--- config.mk ---
export PLATFORM = sky130hd
export DESIGN_NAME = sweep_sequencer_flat
export DESIGN_NICKNAME = d
export VERILOG_FILES = /design/src/rtl/sweep_sequencer_if.sv /design/src/rtl/sweep_sequencer.sv /design/src/flat_wrapper.sv
export SDC_FILE = /design/constraint.sdc
export NUM_CORES = 1
export LEC_CHECK = 0
export BUFFER_PORTS_ARGS = -buffer_cell sky130_fd_sc_hd__buf_2
export CELL_PAD_IN_SITES_DETAIL_PLACEMENT = 1
export CELL_PAD_IN_SITES_GLOBAL_PLACEMENT = 2
export CORE_MARGIN = 2
export CORE_UTILIZATION = 35
export DETAILED_ROUTE_END_ITERATION = 16
export MAX_ROUTING_LAYER = met4
export PLACE_DENSITY = 0.83
export REMOVE_ABC_BUFFERS = 1
export SLEW_MARGIN = 20
export SYNTH_ARGS = -nofsm -noshare
export SYNTH_HDL_FRONTEND = slang
export SYNTH_SLANG_ARGS = --single-unit
--- constraint.sdc ---
create_clock -name clk -period 4.66 [get_ports clk]
set_input_delay 0.233 -clock clk [delete_from_list [all_inputs] [get_ports clk]]
set_output_delay 0.233 -clock clk [all_outputs]
set_load 0.1 [all_outputs]
--- src/rtl/sweep_sequencer_if.sv ---
// Signal bundle between the sweep sequencer and its MMCM, sample FIFO, golden ROM and result store.
interface sweep_sequencer_if #(
  parameter int AddrWL = 11,
  parameter int DW     = 18
);
  logic              start;
  logic              abort;
  logic              cfg_req;
  logic [3:0]        cfg_step;
  logic              mmcm_lock;
  logic              dut_en;
  logic              fifo_clear;
  logic              fifo_empty;
  logic              fifo_rd_en;
  logic [DW-1:0]     fifo_dout;
  logic [AddrWL-1:0] gold_addr;
  logic [DW-1:0]     gold_data;
  logic              res_we;
  logic [3:0]        res_addr;
  logic [AddrWL:0]   res_data;
  logic              busy;
  logic              done;

  modport master (
    input  start, abort, mmcm_lock, fifo_empty, fifo_dout, gold_data,
    output cfg_req, cfg_step, dut_en, fifo_clear, fifo_rd_en, gold_addr,
           res_we, res_addr, res_data, busy, done
  );

  modport slave (
    output start, abort, mmcm_lock, fifo_empty, fifo_dout, gold_data,
    input  cfg_req, cfg_step, dut_en, fifo_clear, fifo_rd_en, gold_addr,
           res_we, res_addr, res_data, busy, done
  );
endinterface

--- src/rtl/sweep_sequencer.sv ---
// Frequency-sweep sequencer: per step reconfigures the MMCM, flushes the FIFO, compares one run of
// DUT samples against the golden ROM and writes the per-step error count.
module sweep_sequencer #(
  parameter int AddrWL  = 11,
  parameter int DW      = 18,
  parameter int NSTEP   = 16,
  parameter int LOCK_TO = 65535,
  parameter int RUN_TO  = 1048575
) (
  input logic               clk,
  input logic               nrst,
  sweep_sequencer_if.master bus
);
  localparam int CW  = AddrWL + 1;
  localparam int WCW = ($clog2(LOCK_TO + 1) > 5) ? $clog2(LOCK_TO + 1) : 5;
  localparam int RCW = ($clog2(RUN_TO + 1) > 1) ? $clog2(RUN_TO + 1) : 1;
  localparam logic [CW-1:0]  NSAMP     = {1'b1, {AddrWL{1'b0}}};
  localparam logic [WCW-1:0] LOCK_LIM  = WCW'(LOCK_TO);
  localparam logic [WCW-1:0] LOCK_IGN  = WCW'(8);
  localparam logic [WCW-1:0] CLR_END   = WCW'(15);
  localparam logic [RCW-1:0] RUN_LIM   = RCW'(RUN_TO);
  localparam logic [3:0]     LAST_STEP = 4'(NSTEP - 1);

  typedef enum logic [2:0] {
    IDLE      = 3'd0,
    CFG       = 3'd1,
    WAIT_LOCK = 3'd2,
    CLEAR     = 3'd3,
    RUN       = 3'd4,
    REPORT    = 3'd5,
    FIN       = 3'd6
  } state_t;

  state_t         r_state, w_nxt;
  logic           r_rst_sync;
  logic [3:0]     r_step, w_step;
  logic [WCW-1:0] r_wait_cnt, w_wait_cnt;
  logic [RCW-1:0] r_wd_cnt, w_wd_cnt;
  logic [CW-1:0]  r_rd_cnt, w_rd_cnt;
  logic [CW-1:0]  r_err, w_err, w_err_cmp;
  logic           r_rd_vld, r_cfg_req, r_dut_en, r_fifo_clear, r_res_we, r_busy;
  logic           r_done, w_done;
  logic           w_rd_en, w_mis, w_wd_exp;

  assign w_wd_exp  = (r_state == RUN) && (r_wd_cnt >= RUN_LIM);
  assign w_mis     = r_rd_vld && (bus.fifo_dout != bus.gold_data);
  assign w_err_cmp = (w_mis && (r_err != NSAMP)) ? r_err + CW'(1'b1) : r_err;
  assign w_rd_en   = (r_state == RUN) && !bus.abort && !bus.fifo_empty &&
                     (r_rd_cnt < NSAMP) && !w_wd_exp;

  // Next-state and counter update logic; held in reset until the release flop has seen nrst high.
  always_comb begin
    w_nxt      = r_state;
    w_step     = r_step;
    w_wait_cnt = '0;
    w_wd_cnt   = r_wd_cnt;
    w_rd_cnt   = r_rd_cnt;
    w_err      = r_err;
    w_done     = r_done;
    if (!r_rst_sync) begin
      w_nxt    = IDLE;
      w_step   = 4'd0;
      w_wd_cnt = '0;
      w_rd_cnt = '0;
      w_err    = '0;
      w_done   = 1'b0;
    end else if ((r_state != IDLE) && bus.abort) begin
      w_nxt = IDLE;
    end else begin
      case (r_state)
        IDLE: begin
          if (bus.start && !bus.abort) begin
            w_nxt  = CFG;
            w_step = 4'd0;
            w_done = 1'b0;
          end else begin
            w_nxt = IDLE;
          end
        end
        CFG: w_nxt = WAIT_LOCK;
        WAIT_LOCK: begin
          if ((r_wait_cnt >= LOCK_IGN) && bus.mmcm_lock) begin
            w_nxt = CLEAR;
          end else if (r_wait_cnt >= LOCK_LIM) begin
            w_nxt = REPORT;
            w_err = NSAMP;
          end else begin
            w_wait_cnt = r_wait_cnt + WCW'(1'b1);
          end
        end
        CLEAR: begin
          if (r_wait_cnt == CLR_END) begin
            w_nxt    = RUN;
            w_rd_cnt = '0;
            w_err    = '0;
            w_wd_cnt = '0;
          end else begin
            w_wait_cnt = r_wait_cnt + WCW'(1'b1);
          end
        end
        RUN: begin
          w_err = w_err_cmp;
          if (w_rd_en) begin
            w_rd_cnt = r_rd_cnt + CW'(1'b1);
            w_wd_cnt = '0;
          end else begin
            w_wd_cnt = r_wd_cnt + RCW'(1'b1);
          end
          // A stalled FIFO counts every sample never delivered as an error.
          if (w_wd_exp) begin
            w_err = w_err_cmp + (NSAMP - r_rd_cnt);
            w_nxt = REPORT;
          end else if (r_rd_vld && (r_rd_cnt == NSAMP)) begin
            w_nxt = REPORT;
          end else begin
            w_nxt = RUN;
          end
        end
        REPORT: begin
          if (r_step == LAST_STEP) begin
            w_nxt = FIN;
          end else begin
            w_step = r_step + 4'd1;
            w_nxt  = CFG;
          end
        end
        FIN: begin
          w_nxt  = IDLE;
          w_done = 1'b1;
        end
        default: w_nxt = IDLE;
      endcase
    end
  end

  // Reset release flop: logic leaves reset on the second edge after nrst rises.
  always_ff @(posedge clk or negedge nrst) begin
    if (!nrst) r_rst_sync <= 1'b0;
    else       r_rst_sync <= 1'b1;
  end

  // State register.
  always_ff @(posedge clk or negedge nrst) begin
    if (!nrst) r_state <= IDLE;
    else       r_state <= w_nxt;
  end

  // Counters and outputs decoded from the next state so they align with the state they describe.
  always_ff @(posedge clk or negedge nrst) begin
    if (!nrst) begin
      r_step       <= 4'd0;
      r_wait_cnt   <= '0;
      r_wd_cnt     <= '0;
      r_rd_cnt     <= '0;
      r_err        <= '0;
      r_rd_vld     <= 1'b0;
      r_cfg_req    <= 1'b0;
      r_dut_en     <= 1'b0;
      r_fifo_clear <= 1'b0;
      r_res_we     <= 1'b0;
      r_busy       <= 1'b0;
      r_done       <= 1'b0;
    end else begin
      r_step       <= w_step;
      r_wait_cnt   <= w_wait_cnt;
      r_wd_cnt     <= w_wd_cnt;
      r_rd_cnt     <= w_rd_cnt;
      r_err        <= w_err;
      r_rd_vld     <= w_rd_en;
      r_cfg_req    <= (w_nxt == CFG);
      r_dut_en     <= (w_nxt == RUN);
      r_fifo_clear <= (w_nxt == CLEAR);
      r_res_we     <= (w_nxt == REPORT);
      r_busy       <= (w_nxt != IDLE);
      r_done       <= w_done;
    end
  end

  assign bus.cfg_req    = r_cfg_req;
  assign bus.cfg_step   = r_step;
  assign bus.dut_en     = r_dut_en;
  assign bus.fifo_clear = r_fifo_clear;
  assign bus.fifo_rd_en = w_rd_en;
  assign bus.gold_addr  = r_rd_cnt[AddrWL-1:0];
  assign bus.res_we     = r_res_we;
  assign bus.res_addr   = r_step;
  assign bus.res_data   = r_err;
  assign bus.busy       = r_busy;
  assign bus.done       = r_done;
endmodule

--- src/flat_wrapper.sv ---
// flat-port wrapper written by rule: the top's interface ports become plain ports
module sweep_sequencer_flat 
#(
  parameter int AddrWL  = 11,
  parameter int DW      = 18,
  parameter int NSTEP   = 16,
  parameter int LOCK_TO = 65535,
  parameter int RUN_TO  = 1048575
)
  (clk, nrst, bus_start, bus_abort, bus_mmcm_lock, bus_fifo_empty, bus_fifo_dout, bus_gold_data, bus_cfg_req, bus_cfg_step, bus_dut_en, bus_fifo_clear, bus_fifo_rd_en, bus_gold_addr, bus_res_we, bus_res_addr, bus_res_data, bus_busy, bus_done);
  sweep_sequencer_if #(.AddrWL(AddrWL), .DW(DW)) bus_i ();
  input logic clk;
  input logic nrst;
  input wire logic [$bits(bus_i.start)-1:0] bus_start;
  input wire logic [$bits(bus_i.abort)-1:0] bus_abort;
  input wire logic [$bits(bus_i.mmcm_lock)-1:0] bus_mmcm_lock;
  input wire logic [$bits(bus_i.fifo_empty)-1:0] bus_fifo_empty;
  input wire logic [$bits(bus_i.fifo_dout)-1:0] bus_fifo_dout;
  input wire logic [$bits(bus_i.gold_data)-1:0] bus_gold_data;
  output wire logic [$bits(bus_i.cfg_req)-1:0] bus_cfg_req;
  output wire logic [$bits(bus_i.cfg_step)-1:0] bus_cfg_step;
  output wire logic [$bits(bus_i.dut_en)-1:0] bus_dut_en;
  output wire logic [$bits(bus_i.fifo_clear)-1:0] bus_fifo_clear;
  output wire logic [$bits(bus_i.fifo_rd_en)-1:0] bus_fifo_rd_en;
  output wire logic [$bits(bus_i.gold_addr)-1:0] bus_gold_addr;
  output wire logic [$bits(bus_i.res_we)-1:0] bus_res_we;
  output wire logic [$bits(bus_i.res_addr)-1:0] bus_res_addr;
  output wire logic [$bits(bus_i.res_data)-1:0] bus_res_data;
  output wire logic [$bits(bus_i.busy)-1:0] bus_busy;
  output wire logic [$bits(bus_i.done)-1:0] bus_done;
  assign bus_i.start = bus_start;
  assign bus_i.abort = bus_abort;
  assign bus_i.mmcm_lock = bus_mmcm_lock;
  assign bus_i.fifo_empty = bus_fifo_empty;
  assign bus_i.fifo_dout = bus_fifo_dout;
  assign bus_i.gold_data = bus_gold_data;
  assign bus_cfg_req = bus_i.cfg_req;
  assign bus_cfg_step = bus_i.cfg_step;
  assign bus_dut_en = bus_i.dut_en;
  assign bus_fifo_clear = bus_i.fifo_clear;
  assign bus_fifo_rd_en = bus_i.fifo_rd_en;
  assign bus_gold_addr = bus_i.gold_addr;
  assign bus_res_we = bus_i.res_we;
  assign bus_res_addr = bus_i.res_addr;
  assign bus_res_data = bus_i.res_data;
  assign bus_busy = bus_i.busy;
  assign bus_done = bus_i.done;
  sweep_sequencer #(.AddrWL(AddrWL), .DW(DW), .NSTEP(NSTEP), .LOCK_TO(LOCK_TO), .RUN_TO(RUN_TO)) u_core (.clk(clk), .nrst(nrst), .bus(bus_i));
endmodule
-- Word-level counts from Yosys, hierarchy flattened
Cells that the tools add are included.
- mux-type cells: 42
- reductions and logical operators: 22
- magnitude comparators: 4
- add/sub/neg operators: 7
- equality and inequality tests: 26
- operators with widths (cell ; count):
    $mux W12 ; 10
    $mux W16 ; 5
    $mux W20 ; 4
    $pmux W20 S2 ; 1
    $pmux W12 S3 ; 1
    $pmux W16 S2 ; 1
    $ne A3 B3 Y1 const B ; 9
    $add A12 B1 Y12 const B ; 2
    $pmux W12 S2 ; 1
    $mux W3 ; 7
    $add A20 B1 Y20 const B ; 1
    $ge A20 B20 Y1 const B ; 1
    $ne A18 B18 Y1 ; 1
    $pmux W3 S6 ; 1
    $add A16 B1 Y16 const B ; 1
    $eq A16 B4 Y1 const B ; 1
    $ge A16 B16 Y1 const B ; 1
    $ge A16 B4 Y1 const B ; 1
    $mux W4 ; 4
    $eq A3 B3 Y1 const B ; 5
    $add A12 B12 Y12 ; 1
    $eq A12 B12 Y1 const B ; 1
    $lt A12 B12 Y1 const B ; 1
    $ne A12 B12 Y1 const B ; 1
    17 further kinds ; 39
- word-level logic and storage cells: 115
- input port bits: 42
- bits in registers: 75
- output and inout bits: 38

-- Depth between registers and ports, before layout
- word-level depth: 9
- depth in mapped cells: 19

-- Worst setup path after synthesis
Ideal clock, no wire load.
- path kind: register to register
- from: reg u_core.r_err[3] (netlist: u_core.bus.res_data[3])
- to: reg u_core.r_err[11] (netlist: u_core.bus.res_data[11])
- library setup time: 0.124 ns
- data required time: 4.536 ns
- arrival time: 4.535 ns
- clock period less this slack: 4.659 ns
- stages on the path, launching flop included: 18
- setup slack: 0.001 ns
- cell sequence: dfrtp_1 > nor4_1 > nand4_1 > o41ai_1 > a21o_1 > clkbuf_1 > clkbuf_1 > nor2_1 > xnor2_1 > ha_1 > fa_1 > a21oi_1 > o2111ai_1 > a41o_1 > mux2i_1 > xnor2_1 > a21oi_1 > o221a_2
- cells in the longest elaborated chain, start to end: 8
- ends and longest elaborated chain (what ; RTL line ; text):
    start: declaration ; sweep_sequencer.sv:40 ; logic [CW-1:0] r_err, w_err, w_err_cmp;
    start signal: assignment ; sweep_sequencer.sv:168 ; r_err <= w_err;
    parallel branches: the longest is 2 deep, another holds $add A12 B1 Y12 ; n/a ;
    $mux W12 * ; sweep_sequencer.sv:47 ; assign w_err_cmp = (w_mis && (r_err != NSAMP)) ? r_err + CW'(1'b1) : r_err;
    $add A12 B12 Y12 ; sweep_sequencer.sv:111 ; w_err = w_err_cmp + (NSAMP - r_rd_cnt);
    $mux W12 * ; sweep_sequencer.sv:110 ; if (w_wd_exp) begin
    $pmux W12 S3 * ; sweep_sequencer.sv:70 ; case (r_state)
    $mux W12 * ; sweep_sequencer.sv:67 ; end else if ((r_state != IDLE) && bus.abort) begin
    $mux W12 * ; sweep_sequencer.sv:60 ; if (!r_rst_sync) begin
Every way passes the cells marked *. The select of a mux whose other input is x is not followed.
A chain may end at the register's enable or synchronous reset.

-- Final worst setup path
- from: reg u_core.r_err[3] (netlist: u_core.bus.res_data[3])
- to: reg u_core.r_err[10] (netlist: u_core.bus.res_data[10])
The elaborated chain is that of the path after synthesis.

==> impl_metrics.env <==
export IMPL_slew_headroom=0.466
export IMPL_outcome="complete, no violations"
export IMPL_hold_class="in2reg"
export IMPL_cp_required_ps=4890
export IMPL_leakagePower_nw=2.57
export IMPL_postCtsResizedCells=0
export IMPL_r2r_start="u_core.bus.res_data[3]$_DFFE_PN0P_"
export IMPL_synth_warnings=0
export IMPL_synth_edf_count=0
export IMPL_die_x_um=125
export IMPL_path_class="reg2reg"
export IMPL_finalCoreUtilization=0.411
export IMPL_drcViolationCount=0
export IMPL_synth_compound_area_frac=0.151
export IMPL_clkTransAtPathRegs_ps=60
export IMPL_worst_path_max_delay_cell="o41ai_1"
export IMPL_core_area_mm2=0.0145
export IMPL_max_vdd_ir_drop_mv=0.209
export IMPL_cp_endpoint="u_core.bus.res_data[10]$_DFFE_PN0P_"
export IMPL_tritoncts="done"
export IMPL_post_cts_buffers=0
export IMPL_clock_root_buffer="clkbuf_16"
export IMPL_layout_drive_gt1_share=0.164
export IMPL_setup_viol=0
export IMPL_syn_area_per_cell_um2=8.55
export IMPL_wirelength_um=14900
export IMPL_muxShareOfSynthArea=0.00606
export IMPL_rows=44
export IMPL_grt_max_degree=76
export IMPL_rrSetupSlack_ps=390
export IMPL_wire_per_inst_um=17.3
export IMPL_critPathLaunchType="flip-flop"
export IMPL_hpwl_um=11000
export IMPL_drt_iter0_drc=239
export IMPL_arrival_ps=4510
export IMPL_cts_max_level=3
export IMPL_synth_top_flop_cell="dfrtp_1"
export IMPL_area_growth_pct=15.1
export IMPL_fmax_mhz=234
export IMPL_initial_utilization=0.357
export IMPL_synth_top_family_by_area="simple AND/OR/NAND/NOR gates"
export IMPL_grt_pass1_vias=4987
export IMPL_cts_sinks=75
export IMPL_firstDrtPassIters=4
export IMPL_routabilityCongestion=0.881
export IMPL_r2r_end="u_core.bus.res_data[10]$_DFFE_PN0P_"
export IMPL_setup_tns_ps=0
export IMPL_die_y_um=125
export IMPL_synth_seq_area_share=0.363
export IMPL_n_antenna_cell=0
export IMPL_viasPerCell=5.49
export IMPL_io_buffer_count=79
export IMPL_fp_dieArea_mm2=0.0157
export IMPL_finClkSkew_ps=6.49
export IMPL_cap_viol_max_count=0
export IMPL_num_vias=4703
export IMPL_min_period_ps=4270
export IMPL_multi_input_area_mm2=0.00300
export IMPL_cpPeakStageDelay_ps=470
export IMPL_worstPathCellList="nor4_1 -> nand4_1 -> o41ai_1 -> a21o_1 -> buf_4 -> or2_2 -> nor2_1 -> xor2_1 -> ha_1 -> ha_1 -> nand3_1 -> o211ai_1 -> o41ai_1 -> o21ai_0 -> xnor2_1 -> nor3_1 -> a221o_1"
export IMPL_syn_inst=604
export IMPL_nets=739
export IMPL_gr_total_overflow=0
export IMPL_worstMarginPinSlew_ps=781
export IMPL_ios=80
export IMPL_crit_start="u_core.bus.res_data[3]$_DFFE_PN0P_"
export IMPL_drtAntennaViolNets=0
export IMPL_power_density_mw_per_mm2=244
export IMPL_reg2reg_depth=17
export IMPL_antenna_found_initial=0
export IMPL_drv_slew=0
export IMPL_synthSimpleGateAreaFrac=0.250
export IMPL_rsz0062_at_grt="no"
export IMPL_cp_end_kind="flip-flop"
export IMPL_ys_ff_latch=75
export IMPL_finalCritPeriodShare=0.917
export IMPL_ys_types=60
export IMPL_worst_path_max_fanout=16
export IMPL_clk_path_buf_depth=2
export IMPL_hold_viol_final=0
export IMPL_fillCellCount=1751
export IMPL_cts_buffers=9
export IMPL_clk_latency_ps=350
export IMPL_grtUsageTotal=0.204
export IMPL_seq_area_mm2=0.00188
export IMPL_async_reset_ff_frac=1.00
export IMPL_netlist_area_mm2=0.00516
export IMPL_grt_pass1_wl_um=25200
export IMPL_synth_xor_area_share=0.0984
export IMPL_synthAdderAreaFrac=0.0741
## cells in the mapped netlist (4+ instances only)
| master | instances | area [um^2] |
|---|---|---|
| and4_1 | 5 | 43.8 |
| a21oi_1 | 33 | 165 |
| buf_4 | 15 | 113 |
| ha_1 | 29 | 363 |
| and3_1 | 9 | 56.3 |
| nor4_1 | 10 | 62.6 |
| dfrtp_1 | 75 | 1880 |
| o21bai_1 | 4 | 30.0 |
| o31ai_1 | 5 | 37.5 |
| and2_1 | 7 | 43.8 |
| nor3_1 | 20 | 100 |
| nand4_1 | 14 | 87.6 |
| xor2_1 | 19 | 166 |
| o21ai_0 | 46 | 230 |
| a31oi_1 | 4 | 25.0 |
| or3_1 | 8 | 50.1 |
| nand3_1 | 36 | 180 |
| a221o_1 | 4 | 40.0 |
| clkbuf_1 | 15 | 56.3 |
| o31a_1 | 4 | 35.0 |
| nor2_1 | 57 | 214 |
| a21o_1 | 5 | 37.5 |
| nand2_1 | 58 | 218 |
| nand3b_1 | 5 | 37.5 |
| inv_1 | 28 | 105 |
| xnor2_1 | 39 | 342 |
## where the power goes
group	switching (W)	total [W]	internal, W	leakage [nW]
logic	0.0000660	0.000102	0.0000362	1.38
clock network	0.000286	0.000689	0.000402	0.148
registers	0.00000588	0.000660	0.000655	1.04
total	0.000358	0.00145	0.00109	2.57
## how the worst min path moves through the flow
stage	start	cells past startpoint	end	slack [ps]
final	bus_fifo_empty	3	u_core.r_rd_vld$_DFF_PN0_	310
after detailed placement	nrst	1	u_core.bus.res_data[6]$_DFFE_PN0P_	480
after CTS	nrst	1	u_core.bus.res_data[6]$_DFFE_PN0P_	90
after global placement	nrst	1	u_core.bus.res_data[6]$_DFFE_PN0P_	460
after global routing	bus_fifo_empty	3	u_core.r_rd_vld$_DFF_PN0_	310
after floorplan	nrst	0	u_core.bus.busy$_DFF_PN0_	-60
## what timing repair did
| action | in CTS | in global routing |
|---|---|---|
| setup endpoints to repair | 0 | 0 |
| hold buffers | 0 | 1 |
| endpoints found under the hold margin | 0 | 13 |
## flip-flops by register name (all words and copies together), names as in the netlist, 3 cells and up
| name | flops |
|---|---|
| u_core.r_wd_cnt | 20 |
| u_core.r_wait_cnt | 16 |
| u_core.bus.res_data | 12 |
| u_core.r_rd_cnt | 12 |
| u_core.bus.cfg_step | 4 |
| u_core.r_state | 3 |
## cells by family (layout without fill, tap and decap cells)
family,count (synthesis),count (layout)
and+or+nand+nor,251,251
AOI/OAI and AO/OA,126,126
DFF,75,75
buffers and inverters,60,128
xor gates and xnor gates,58,58
adders and majority gates,30,30
muxes,3,3
other,1,1
## layout make-up
class	instances	share of cell area
multi-input cells	469	0.505
clock buffers	12	0.0448
flip-flops and latches	75	0.316
well taps	184	0.0387
clock inverters	4	0.00400
inverters	28	0.0177
repair buffers	84	0.0743
## cell usage in the layout, fill, tap and decap left out, types with 20 or more instances in the layout
| master | n |
|---|---|
| a21oi_1 | 33 |
| dfrtp_1 | 75 |
| xnor2_1 | 39 |
| nor2_1 | 57 |
| nand2_1 | 58 |
| o21ai_0 | 46 |
| buf_2 | 78 |
| inv_1 | 28 |
| nor3_1 | 20 |
| nand3_1 | 36 |
| ha_1 | 29 |
## per-layer routing
layer	GRT usage	part of all wire
met5	-	0
met4	0.0765	0.021
met3	0.0351	0.038
met2	0.344	0.50
met1	0.244	0.44
## stage by stage
stage | instance area (um^2) | std cells | power [W] | setup slack (ps) | hold slack, ps
6_report | 5950 | 856 | 0.00145 | 387 | 308
3_5_place_dp | 5640 | 839 | 0.000775 | 411 | 477
4_1_cts | 5930 | 855 | 0.00147 | 385 | 92.0
3_3_place_gp | 5640 | 839 | 0.000772 | 566 | 459
2_1_floorplan | 4980 | 572 | 0.000724 | 30.6 | -62.6
5_1_grt | 5950 | 856 | 0.00151 | 37.4 | 313
## critical path: cells and delay by family (launching register included)
family                   cells  cell delay (ps)
flip-flops                   1              450
AND/OR/NAND/NOR              6              890
buffers and inverters        1              230
XOR/XNOR                     2              330
adder cells (fa/ha/maj)      2              670
AO/OA/AOI/OAI                6             1600
Power figures use the tool's default switching activity.
